--- config.mk ---
export PLATFORM = sky130hd
export DESIGN_NAME = lfsr_stream
export DESIGN_NICKNAME = d
export VERILOG_FILES = /design/src/rtl/lfsr_pkg.sv /design/src/rtl/lfsr_unroll.sv /design/src/rtl/lfsr_stream.sv
export SDC_FILE = /design/constraint.sdc
export NUM_CORES = 1
export LEC_CHECK = 0
export BUFFER_PORTS_ARGS = -buffer_cell sky130_fd_sc_hd__buf_2
export CORE_MARGIN = 2
export CORE_UTILIZATION = 55
export CTS_CLUSTER_DIAMETER = 100
export DETAILED_ROUTE_END_ITERATION = 12
export GPL_TIMING_DRIVEN = 0
export PLACE_DENSITY = 0.93
export SYNTH_ARGS = -nofsm -noshare
export SYNTH_HDL_FRONTEND = slang
export SYNTH_SLANG_ARGS = --single-unit
--- constraint.sdc ---
create_clock -name clk_i -period 2.4 [get_ports clk_i]
set_input_delay 0.72 -clock clk_i [delete_from_list [all_inputs] [get_ports clk_i]]
set_output_delay 0.72 -clock clk_i [all_outputs]
set_load 0.02 [all_outputs]
--- src/rtl/lfsr_pkg.sv ---
// Shared LFSR constants and the single-step helper used by the unrolled beat generator.
package lfsr_pkg;

  localparam int unsigned LFSR_MAX_N = 64;

  // Default polynomial: 8-bit state, taps on bits 0 and 1, seeded with 1.
  localparam int unsigned LFSR_N_DEFAULT     = 8;
  localparam logic [7:0]  LFSR_TAPS_DEFAULT  = 8'h03;
  localparam logic [7:0]  LFSR_START_DEFAULT = 8'h01;

  typedef struct packed {
    logic [LFSR_MAX_N-1:0] state;
    logic                  out_bit;
  } lfsr_step_t;

  // One Fibonacci step on an n-bit state held in the low bits of a 64-bit word.
  function automatic lfsr_step_t lfsr_step(input logic [LFSR_MAX_N-1:0] state,
                                           input logic [LFSR_MAX_N-1:0] taps,
                                           input int unsigned           n);
    lfsr_step_t r;
    r.out_bit          = state[0];
    r.state            = state >> 1;
    r.state[6'(n - 1)] = ^(state & taps);
    return r;
  endfunction

endpackage

--- src/rtl/lfsr_unroll.sv ---
// Combinational W-step LFSR unroll: beat bits (LSB first in time) and the resulting state.
module lfsr_unroll
  import lfsr_pkg::*;
#(
  parameter int unsigned N    = LFSR_N_DEFAULT,
  parameter int unsigned W    = 8,
  parameter logic [N-1:0] TAPS = N'(LFSR_TAPS_DEFAULT)
) (
  input  logic [N-1:0] cur_state,
  output logic [W-1:0] beat_bits,
  output logic [N-1:0] end_state
);

  lfsr_step_t            step_r;
  logic [LFSR_MAX_N-1:0] walk;

  always_comb begin
    walk      = LFSR_MAX_N'(cur_state);
    beat_bits = '0;
    step_r    = '0;
    for (int k = 0; k < int'(W); k++) begin
      step_r       = lfsr_step(walk, LFSR_MAX_N'(TAPS), N);
      beat_bits[k] = step_r.out_bit;
      walk         = step_r.state;
    end
    end_state = walk[N-1:0];
  end

endmodule

--- src/rtl/lfsr_stream.sv ---
// Valid/ready LFSR pattern source with seed load and accepted-beat counter.
// Optional zero-state recovery with lockup pulse when LFSR_LOCKUP_RECOVER_EN is defined.
module lfsr_stream
  import lfsr_pkg::*;
#(
  parameter int unsigned  N           = LFSR_N_DEFAULT,
  parameter int unsigned  W           = 8,
  parameter logic [N-1:0] START_VALUE = N'(LFSR_START_DEFAULT),
  parameter logic [N-1:0] TAPS        = N'(LFSR_TAPS_DEFAULT),
  parameter int unsigned  CNT_W       = 16
) (
  input  logic             clk_i,
  input  logic             reset_ni,
  input  logic             en_i,
  input  logic             seed_valid_i,
  input  logic [N-1:0]     seed_i,
  output logic [W-1:0]     data_o,
  output logic             valid_o,
  input  logic             ready_i,
  output logic [CNT_W-1:0] beat_cnt_o,
  output logic             lockup_o
);

  logic [N-1:0]     state_q, state_d;
  logic [W-1:0]     data_q, data_d;
  logic             valid_q, valid_d;
  logic [CNT_W-1:0] cnt_q, cnt_d;

  logic             adv_c;
  logic             hs_c;
  logic             recover_c;
  logic [N-1:0]     gen_src;
  logic [N-1:0]     gen_end;
  logic [W-1:0]     gen_bits;

  // Handshake qualification; a seed load always wins over generation.
  always_comb begin
    adv_c = en_i && (!valid_q || ready_i) && !seed_valid_i;
    hs_c  = valid_q && ready_i;
`ifdef LFSR_LOCKUP_RECOVER_EN
    recover_c = adv_c && (state_q == '0);
`else
    recover_c = 1'b0;
`endif
    gen_src = recover_c ? START_VALUE : state_q;
  end

  lfsr_unroll #(
    .N    (N),
    .W    (W),
    .TAPS (TAPS)
  ) u_unroll (
    .cur_state (gen_src),
    .beat_bits (gen_bits),
    .end_state (gen_end)
  );

  always_comb begin
    state_d = state_q;
    data_d  = data_q;
    valid_d = valid_q;
    cnt_d   = hs_c ? cnt_q + CNT_W'(1) : cnt_q;
    if (seed_valid_i) begin
      state_d = seed_i;
      data_d  = '0;
      valid_d = 1'b0;
    end else if (adv_c) begin
      state_d = gen_end;
      data_d  = gen_bits;
      valid_d = 1'b1;
    end else if (hs_c) begin
      valid_d = 1'b0;
    end
  end

  always_ff @(posedge clk_i or negedge reset_ni) begin
    if (!reset_ni) begin
      state_q <= START_VALUE;
      data_q  <= '0;
      valid_q <= 1'b0;
      cnt_q   <= '0;
    end else begin
      state_q <= state_d;
      data_q  <= data_d;
      valid_q <= valid_d;
      cnt_q   <= cnt_d;
    end
  end

`ifdef LFSR_LOCKUP_RECOVER_EN
  logic lockup_q;

  // Pulses alongside the beat that was regenerated from START_VALUE.
  always_ff @(posedge clk_i or negedge reset_ni) begin
    if (!reset_ni) begin
      lockup_q <= 1'b0;
    end else begin
      lockup_q <= recover_c;
    end
  end

  assign lockup_o = lockup_q;
`else
  assign lockup_o = 1'b0;
`endif

  assign data_o     = data_q;
  assign valid_o    = valid_q;
  assign beat_cnt_o = cnt_q;

endmodule

==> impl_metrics.py, run 1 <==
metrics = {
    "outcome": {
        "status": "completed",
    },
    "timing": {
        "hold_violations": 0,
        "tightest_slew_ns": 0.725,
        "slew_headroom": 0.517,
        "setup_tns_ns": 0,
        "setup_violations": 0,
        "grt_setup_unrepaired": "no",
        "period_minus_slack_ns": 1.72,
        "final.setup_skew_ns": 0.00305,
        "maxSlewViolCount": 0,
        "fmax_mhz": 580,
        "finalCritPeriodShare": 0.718,
    },
    "clocking": {
        "post_cts_resized": 0,
        "clock_latency_ns": 0.33,
        "clkSinkCount": 33,
        "htree_levels": 2,
        "clk_pin_slew_ns": 0.09,
        "numCtsBuffers": 5,
        "post_cts_buffers": 0,
        "ctsRootBufferMaster": "clkbuf_4",
        "cts_tree": "yes",
        "clockBufferDepth": 2,
        "cts_hold_buf": 0,
    },
    "critical_path": {
        "crit_path_end_kind": "output pin",
        "path_class": "reg2out",
        "worst_setup_path_start_kind": "flip-flop",
        "max_stage_delay_ns": 0.47,
        "cp_num_buf_inv": 1,
        "cp_top_family": "flip-flops",
        "crit_chain": "buf_2",
        "crit_arrival_ns": 1.00,
        "slowest_stage": "dfrtp_1",
        "worstPathRequired_ns": 1.68,
        "crit_fanout": 6,
    },
    "place": {
        "gp_routability_congestion": 0.798,
        "placed_area_um2": 1660,
        "dp_hpwl_mm": 2.13,
        "port-buffer-count": 37,
    },
    "synth": {
        "ys_top_cells_by_area": "dfrtp_1 56%, xor2_1 7.9%, xnor2_1 6.7%",
        "synth_top_area_share": 0.556,
        "synth_seq_cells": 33,
        "syn-mean-instance-area_um2": 10.7,
        "yosysMostFrequentCell": "dfrtp_1",
        "synth_enable_flop_cells": 0,
        "yosysWarningCount": 0,
        "ys.flop_type": "dfrtp_1",
        "ys_seq_area_frac": 0.574,
        "ys_top_cells_by_count": "32 x dfrtp_1, 24 x nand2_1, 14 x nand3_1, 13 x xor2_1, 11 x xnor2_1",
        "synth_cell_types": 26,
        "async_reset_ff_frac": 1.00,
        "yosysTopAreaCell": "dfrtp_1",
        "synthesis.area_um2": 1440,
        "synth_nets": 149,
        "synthCells": 135,
    },
    "pwr": {
        "ir_drop_mv": 0.510,
        "finalPower_mw": 1.30,
        "powerDensity_nw_per_um2": 758,
        "leakage_nw": 0.870,
    },
    "die": {
        "num_io_pins": 39,
        "core_um2": 2480,
        "std_cell_rows": 18,
        "die_area_um2": 3040,
        "initial_core_util": 0.581,
        "die_w_um": 55.2,
        "die_height_um": 55.2,
    },
    "hold_path": {
        "hold_path.class": "in2async",
    },
    "finish": {
        "fill_cells": 219,
        "fin_util": 0.691,
        "fin_area_um2": 1710,
        "area_growth_pct": 18.9,
        "antenna_cells": 0,
        "drive_above_1_share": 0.272,
        "nets": 193,
    },
    "global_route": {
        "grt-ovfl-total": 0,
        "grt_pass1_vias": 1068,
        "track_usage": 0.228,
        "antenna_found_initial": 0,
        "grt_max_degree": 34,
        "grt_pass1_wl_mm": 4.65,
    },
    "drt": {
        "wl_per_cell_um": 13.6,
        "drt-initial-drc-count": 15,
        "drcViolationCount": 0,
        "vias": 1114,
        "wirelength_mm": 2.86,
        "first_pass_iters": 4,
        "drtAntennaViolNets": 0,
        "viasPerCell": 5.30,
    },
    "run": {
        "maxCapViolCount": 0,
    },
}
-- per-layer routing --
| metal | wire length [µm] | vias to the layer above | global-route usage |
|---|---|---|---|
| li1 | - | 539 | - |
| met1 | 1170 | 540 | 0.247 |
| met2 | 1530 | 33 | 0.395 |
| met3 | 152 | 2 | 0.0887 |
| met4 | 13 | 0 | 0.0976 |
| met5 | 0 | - | 0 |
-- where the power goes --
group | internal (mW) | switching (mW) | leakage (nW)
registers | 0.630 | 0.0801 | 0.431
logic | 0.118 | 0.179 | 0.412
clock network | 0.117 | 0.175 | 0.0265
-- placed cells by master, fill, tap and decap left out --
| cell type | instances |
|---|---|
| nor3_1 | 1 |
| a21oi_1 | 9 |
| dfstp_2 | 1 |
| nand4_1 | 2 |
| conb_1 | 1 |
| clkbuf_4 | 5 |
| o21ai_0 | 1 |
| inv_1 | 1 |
| nor3_2 | 2 |
| nand2b_1 | 1 |
| nand2_1 | 24 |
| xor2_1 | 13 |
| and2_1 | 1 |
| buf_2 | 38 |
| o21ai_1 | 7 |
| clkbuf_1 | 6 |
| xnor2_1 | 11 |
| nor2_1 | 1 |
| ha_1 | 1 |
| nand3_1 | 14 |
| and4_1 | 2 |
| buf_4 | 1 |
| and3_1 | 2 |
| or2_1 | 1 |
| dfrtp_1 | 32 |
| nand4_2 | 1 |
| mux2_2 | 1 |
-- registers in the layout, summed over array words and instances, names as in the netlist --
register,count
data_o,8
gen_src,8
valid_o,1
beat_cnt_o,16
-- final cells by class --
type	count	area, µm²	share of cell area
flip-flops and latches	33	827	0.483
clock buffers	8	48.8	0.0285
multi-input cells	96	586	0.342
repair buffers	37	185	0.108
plain buffers	5	23.8	0.0139
well taps	30	37.5	0.0219
inverters	1	3.75	0.00219
-- cells by family (layout without fill, tap and decap cells) --
family,after synthesis,after routing,share of synthesized area
other,1,1,0.00260
AO/OA/AOI/OAI,17,17,0.0591
adder cells (fa/ha/maj),1,1,0.00869
buffers and inverters,6,51,0.0191
AND/OR/NAND/NOR,52,52,0.182
XOR/XNOR,24,24,0.146
multiplexers,1,1,0.00782
flip-flops,33,33,0.574
-- through the flow --
stage                     setup slack (ns)  cells  hold slack, ns
after CTS                            0.641    210           0.437
after detailed placement             0.618    202           0.474
after floorplan                      0.887    135           0.424
after global routing                 0.606    210           0.469
after global placement               0.659    202           0.455
final                                0.677    210           0.437
-- path summary, 6_finish.rpt --
check / startpoint / end / slack (ns) / depth (start not counted)
max in group asynchronous: reset_ni / data_o[1]$_DFFE_PN0P_ / 1.50 / 1
setup / recovery: beat_cnt_o[4]$_DFFE_PN0P_ / beat_cnt_o[4] / 0.68 / 1
hold / removal: reset_ni / beat_cnt_o[14]$_DFFE_PN0P_ / 0.44 / 1
min in group clk_i: beat_cnt_o[15]$_DFFE_PN0P_ / beat_cnt_o[15]$_DFFE_PN0P_ / 0.48 / 1
setup reg to reg: beat_cnt_o[0]$_DFFE_PN0P_ / beat_cnt_o[10]$_DFFE_PN0P_ / 0.93 / 5
hold reg to reg: beat_cnt_o[15]$_DFFE_PN0P_ / beat_cnt_o[15]$_DFFE_PN0P_ / 0.48 / 1
No activity file was read; power rests on OpenSTA's default activity.
==> run 2, diff against run 1 <==
Settings changed: CORE_UTILIZATION 55 to 51, PLACE_DENSITY 0.93 to 0.88.
Clock period 2.4 ns to 1.68 ns, I/O delays scaled along.
==> run 2 against run 1 <==
Against the previous run: first-iteration DRC count is 80% higher; wire length is 5.0% lower; die area is 7.3% higher; final area is 1.3% higher; clock power is 76% higher; worst setup slack worse by 0.53 ns; cell count is 0.48% higher; total power is 50% higher; sequential share of layout area is 0.63 points lower; global-route usage is 4.6 points lower; register-to-register slack worse by 0.75 ns; critical endpoint unchanged.
==> impl_metrics.py, run 2 (same netlist as run 1, synthesis figures left out) <==
metrics = {
    "finish": {
        "stdcell_count": 211,
        "regArea_um2": 827,
        "fin_util": 0.640,
        "layout_commonest_cell": "buf_2",
        "layout_common_cells": "38 x buf_2, 32 x dfrtp_1, 24 x nand2_1, 14 x nand3_1, 13 x xor2_1",
        "fill_cells": 224,
        "drive_above_1_share": 0.289,
        "nets": 193,
        "fin_area_um2": 1730,
        "antenna_cells": 0,
        "area_growth_pct": 20.4,
        "largest_reg_flops": 16,
        "multi_input_area_um2": 586,
    },
    "drt": {
        "drtAntennaViolNets": 0,
        "first_pass_iters": 4,
        "drt-initial-drc-count": 27,
        "drcViolationCount": 0,
        "wirelength_mm": 2.72,
        "vias": 1082,
        "viasPerCell": 5.13,
        "wl_per_cell_um": 12.9,
    },
    "timing": {
        "tightest_slew_ns": 0.726,
        "fmax_mhz": 653,
        "setup_tns_ns": 0,
        "setup_ws_ns": 0.149,
        "grt_setup_unrepaired": "no",
        "finalCritPeriodShare": 0.911,
        "whs_ns": 0.211,
        "period_minus_slack_ns": 1.53,
        "setup_violations": 0,
        "hold_violations": 0,
        "slew_headroom": 0.516,
        "final.setup_skew_ns": 0.00957,
        "maxSlewViolCount": 0,
    },
    "place": {
        "dp.cells": 203,
        "gp_routability_congestion": 0.801,
        "dp_hpwl_mm": 1.98,
        "post-place-ws_ns": 0.101,
        "placed_area_um2": 1660,
        "port-buffer-count": 37,
    },
    "clocking": {
        "post_cts_buffers": 0,
        "cts_tree": "yes",
        "clockBufferDepth": 2,
        "post_cts_resized": 0,
        "clkSinkCount": 33,
        "htree_levels": 2,
        "ctsRootBufferMaster": "clkbuf_4",
        "cts_hold_buf": 0,
        "clk_pin_slew_ns": 0.09,
        "clock_latency_ns": 0.34,
        "numCtsBuffers": 5,
    },
    "critical_path": {
        "crit_fanout": 6,
        "crit_path_end_kind": "output pin",
        "cp_top_family": "flip-flops",
        "reg2reg_slack_ns": 0.18,
        "r2r_end": "beat_cnt_o[14]$_DFFE_PN0P_",
        "crit_start": "beat_cnt_o[4]$_DFFE_PN0P_",
        "worst_setup_path_start_kind": "flip-flop",
        "cp_num_buf_inv": 1,
        "r2r_start": "beat_cnt_o[0]$_DFFE_PN0P_",
        "crit_cells": 1,
        "worstSetupEndpoint": "beat_cnt_o[4]",
        "crit_chain": "buf_2",
        "r2r_cells": 5,
        "crit_arrival_ns": 1.03,
        "max_stage_delay_ns": 0.48,
        "path_class": "reg2out",
        "worstPathRequired_ns": 1.18,
        "slowest_stage": "dfrtp_1",
    },
    "die": {
        "initial_core_util": 0.531,
        "std_cell_rows": 19,
        "num_io_pins": 39,
        "die_height_um": 57.1,
        "die_w_um": 57.1,
        "die_area_um2": 3260,
        "core_um2": 2710,
    },
    "pwr": {
        "clockPowerShare": 0.264,
        "powerDensity_nw_per_um2": 1120,
        "p_int_mw": 1.31,
        "pwr-share-seq": 0.524,
        "swShare": 0.326,
        "ir_drop_mv": 0.813,
        "finalPower_mw": 1.94,
        "leakage_nw": 0.884,
        "power_switching_mw": 0.632,
        "combPwrFrac": 0.211,
    },
    "run": {
        "maxCapViolCount": 0,
    },
    "global_route": {
        "track_usage": 0.182,
        "grt_pass1_wl_mm": 4.45,
        "antenna_found_initial": 0,
        "grt_pass1_vias": 1068,
        "grt-ovfl-total": 0,
        "grt_max_degree": 34,
    },
    "hold_path": {
        "hold_path.class": "in2async",
    },
    "outcome": {
        "status": "completed",
    },
}
-- run 2: changes by cell type in the layout (fill, tap and decap cells not counted), sizes merged --
cell / change
clkbuf: -1
clkinv: +1
-- run 2: worst min-delay path by stage --
stage,cells past startpoint,endpoint,slack [ns]
detailed placement,1,beat_cnt_o[15]$_DFFE_PN0P_,0.46
CTS,1,beat_cnt_o[15]$_DFFE_PN0P_,0.22
global placement,1,beat_cnt_o[15]$_DFFE_PN0P_,0.46
global route,1,data_o[1]$_DFFE_PN0P_,0.26
finish,1,beat_cnt_o[3]$_DFFE_PN0P_,0.21
floorplan,0,beat_cnt_o[0]$_DFFE_PN0P_,0.21
-- run 2: power by group through the flow --
stage | combinational [mW] | sequential, mW | clock, mW
2_1_floorplan | 0.180 | 1.11 | 0
3_3_place_gp | 0.405 | 1.03 | 0
3_5_place_dp | 0.412 | 1.03 | 0
4_1_cts | 0.417 | 1.02 | 0.523
5_1_grt | 0.459 | 1.04 | 0.549
6_report | 0.410 | 1.02 | 0.513
-- run 2: metal layers --
| metal | part of all wire | track usage | vias to the layer above |
|---|---|---|---|
| met3 | 0.064 | 0.0544 | 6 |
| met5 | 0 | 0 | - |
| li1 | - | - | 538 |
| met1 | 0.43 | 0.210 | 497 |
| met2 | 0.48 | 0.305 | 41 |
| met4 | 0.018 | 0.0997 | 0 |
-- run 2: layout make-up --
type | count | area share
flip-flops and latches | 33 | 0.477
multi-input cells | 96 | 0.338
repair buffers | 37 | 0.107
clock buffers | 7 | 0.0375
well taps | 31 | 0.0224
plain buffers | 5 | 0.0137
clock inverters | 1 | 0.00289
inverters | 1 | 0.00216
==> run 3, diff against run 2 <==
Settings changed: MAX_ROUTING_LAYER set to met4.
==> run 3 against run 2 <==
Against the previous run: fmax barely moved; sequential share of layout area unchanged; total power about the same; non-clock buffer count stayed put; count of clock-buffer cells in the layout stayed put; register-to-register slack hardly changed; critical path type unchanged; highest routed layer unchanged.
==> impl_metrics.py, run 3 (same netlist as run 1, synthesis figures left out) <==
metrics = {
    "outcome": {
        "status": "completed",
    },
    "finish": {
        "layout_common_cells": "38 x buf_2, 32 x dfrtp_1, 24 x nand2_1, 14 x nand3_1, 13 x xor2_1",
        "antenna_cells": 0,
        "nets": 193,
        "drive_above_1_share": 0.289,
        "layout_commonest_cell": "buf_2",
        "fin_util": 0.640,
        "fill_cells": 224,
        "largest_reg_flops": 16,
        "area_growth_pct": 20.4,
    },
    "pwr": {
        "power_switching_mw": 0.633,
        "ir_drop_mv": 0.813,
        "swShare": 0.326,
        "clockPowerShare": 0.265,
        "pwr-share-seq": 0.524,
        "leakage_nw": 0.884,
        "powerDensity_nw_per_um2": 1120,
        "p_int_mw": 1.31,
        "combPwrFrac": 0.211,
    },
    "place": {
        "dp_hpwl_mm": 1.98,
        "gp_routability_congestion": 0.813,
        "port-buffer-count": 37,
    },
    "critical_path": {
        "crit_path_end_kind": "output pin",
        "slowest_stage": "dfrtp_1",
        "cp_top_family": "flip-flops",
        "crit_fanout": 6,
        "worst_setup_path_start_kind": "flip-flop",
        "max_stage_delay_ns": 0.48,
        "worstPathRequired_ns": 1.18,
        "crit_chain": "buf_2",
        "path_class": "reg2out",
        "cp_num_buf_inv": 1,
        "crit_arrival_ns": 1.03,
    },
    "timing": {
        "setup_violations": 0,
        "setup_tns_ns": 0,
        "tightest_slew_ns": 0.728,
        "hold_violations": 0,
        "slew_headroom": 0.515,
        "fmax_mhz": 653,
        "maxSlewViolCount": 0,
        "finalCritPeriodShare": 0.911,
        "grt_setup_unrepaired": "no",
        "period_minus_slack_ns": 1.53,
        "final.setup_skew_ns": 0.00940,
    },
    "drt": {
        "vias": 1075,
        "drtAntennaViolNets": 0,
        "first_pass_iters": 4,
        "drcViolationCount": 0,
        "wirelength_mm": 2.72,
        "viasPerCell": 5.09,
        "drt-initial-drc-count": 27,
        "wl_per_cell_um": 12.9,
    },
    "die": {
        "die_w_um": 57.1,
        "core_um2": 2710,
        "num_io_pins": 39,
        "die_area_um2": 3260,
        "std_cell_rows": 19,
        "die_height_um": 57.1,
        "initial_core_util": 0.531,
    },
    "global_route": {
        "grt_max_degree": 34,
        "grt-ovfl-total": 0,
        "grt_pass1_wl_mm": 4.45,
        "track_usage": 0.188,
        "antenna_found_initial": 0,
        "grt_pass1_vias": 1070,
    },
    "clocking": {
        "cts_hold_buf": 0,
        "clockBufferDepth": 2,
        "post_cts_resized": 0,
        "htree_levels": 2,
        "cts_tree": "yes",
        "post_cts_buffers": 0,
        "clk_pin_slew_ns": 0.09,
        "numCtsBuffers": 5,
        "ctsRootBufferMaster": "clkbuf_4",
        "clock_latency_ns": 0.34,
        "clkSinkCount": 33,
    },
    "run": {
        "maxCapViolCount": 0,
    },
    "hold_path": {
        "hold_path.class": "in2async",
    },
}
-- run 3: cell counts in the layout (fill, tap and decap cells not counted) --
Identical to the previous run, type by type.
-- run 3: through the flow --
step / cell area [µm²] / hold slack (ns) / total power [mW] / worst slack (ns) / std cells
after detailed placement: 1660 / 0.461 / 1.45 / 0.101 / 203
after floorplan: 1440 / 0.208 / 1.29 / 0.214 / 135
after CTS: 1730 / 0.218 / 1.96 / 0.145 / 211
after global placement: 1660 / 0.455 / 1.43 / 0.134 / 203
final: 1730 / 0.212 / 1.94 / 0.149 / 211
after global routing: 1730 / 0.256 / 2.05 / 0.0270 / 211
-- run 3: final timing paths --
check / cells past startpoint / startpoint / slack, ns / end
worst max-delay path: 1 / beat_cnt_o[4]$_DFFE_PN0P_ / 0.15 / beat_cnt_o[4]
worst min-delay path: 1 / reset_ni / 0.21 / beat_cnt_o[3]$_DFFE_PN0P_
worst max register to register: 5 / beat_cnt_o[0]$_DFFE_PN0P_ / 0.17 / beat_cnt_o[14]$_DFFE_PN0P_
worst min register to register: 1 / beat_cnt_o[15]$_DFFE_PN0P_ / 0.48 / beat_cnt_o[15]$_DFFE_PN0P_
max in group asynchronous: 1 / reset_ni / 1.00 / gen_src[5]$_DFFE_PN0P_
min in group clk_i: 3 / seed_i[0] / 0.36 / gen_src[0]$_DFFE_PN1P_
-- run 3: routing by layer --
| metal | vias to the layer above | track usage | wire length (µm) |
|---|---|---|---|
| met1 | 494 | 0.213 | 1210 |
| li1 | 538 | - | - |
| met3 | 5 | 0.0499 | 156 |
| met5 | - | - | 0 |
| met2 | 38 | 0.305 | 1310 |
| met4 | 0 | 0.0997 | 51 |
-- run 3: area by class of cell --
| type | instances | area, µm² | area share |
|---|---|---|---|
| multi-input combinational | 96 | 586 | 0.338 |
| buffer | 5 | 23.8 | 0.0137 |
| clock buffer | 7 | 65.1 | 0.0375 |
| timing repair buffer | 37 | 185 | 0.107 |
| sequential | 33 | 827 | 0.477 |
| clock inverter | 1 | 5.00 | 0.00289 |
| inverter | 1 | 3.75 | 0.00216 |
| tap | 31 | 38.8 | 0.0224 |
-- run 3: power by group through the flow --
stage / Clock [mW] / Sequential, mW / Combinational (mW)
finish: 0.514 / 1.02 / 0.411
global route: 0.549 / 1.04 / 0.459
CTS: 0.523 / 1.02 / 0.417
detailed placement: 0 / 1.03 / 0.412
global placement: 0 / 1.03 / 0.405
floorplan: 0 / 1.11 / 0.180
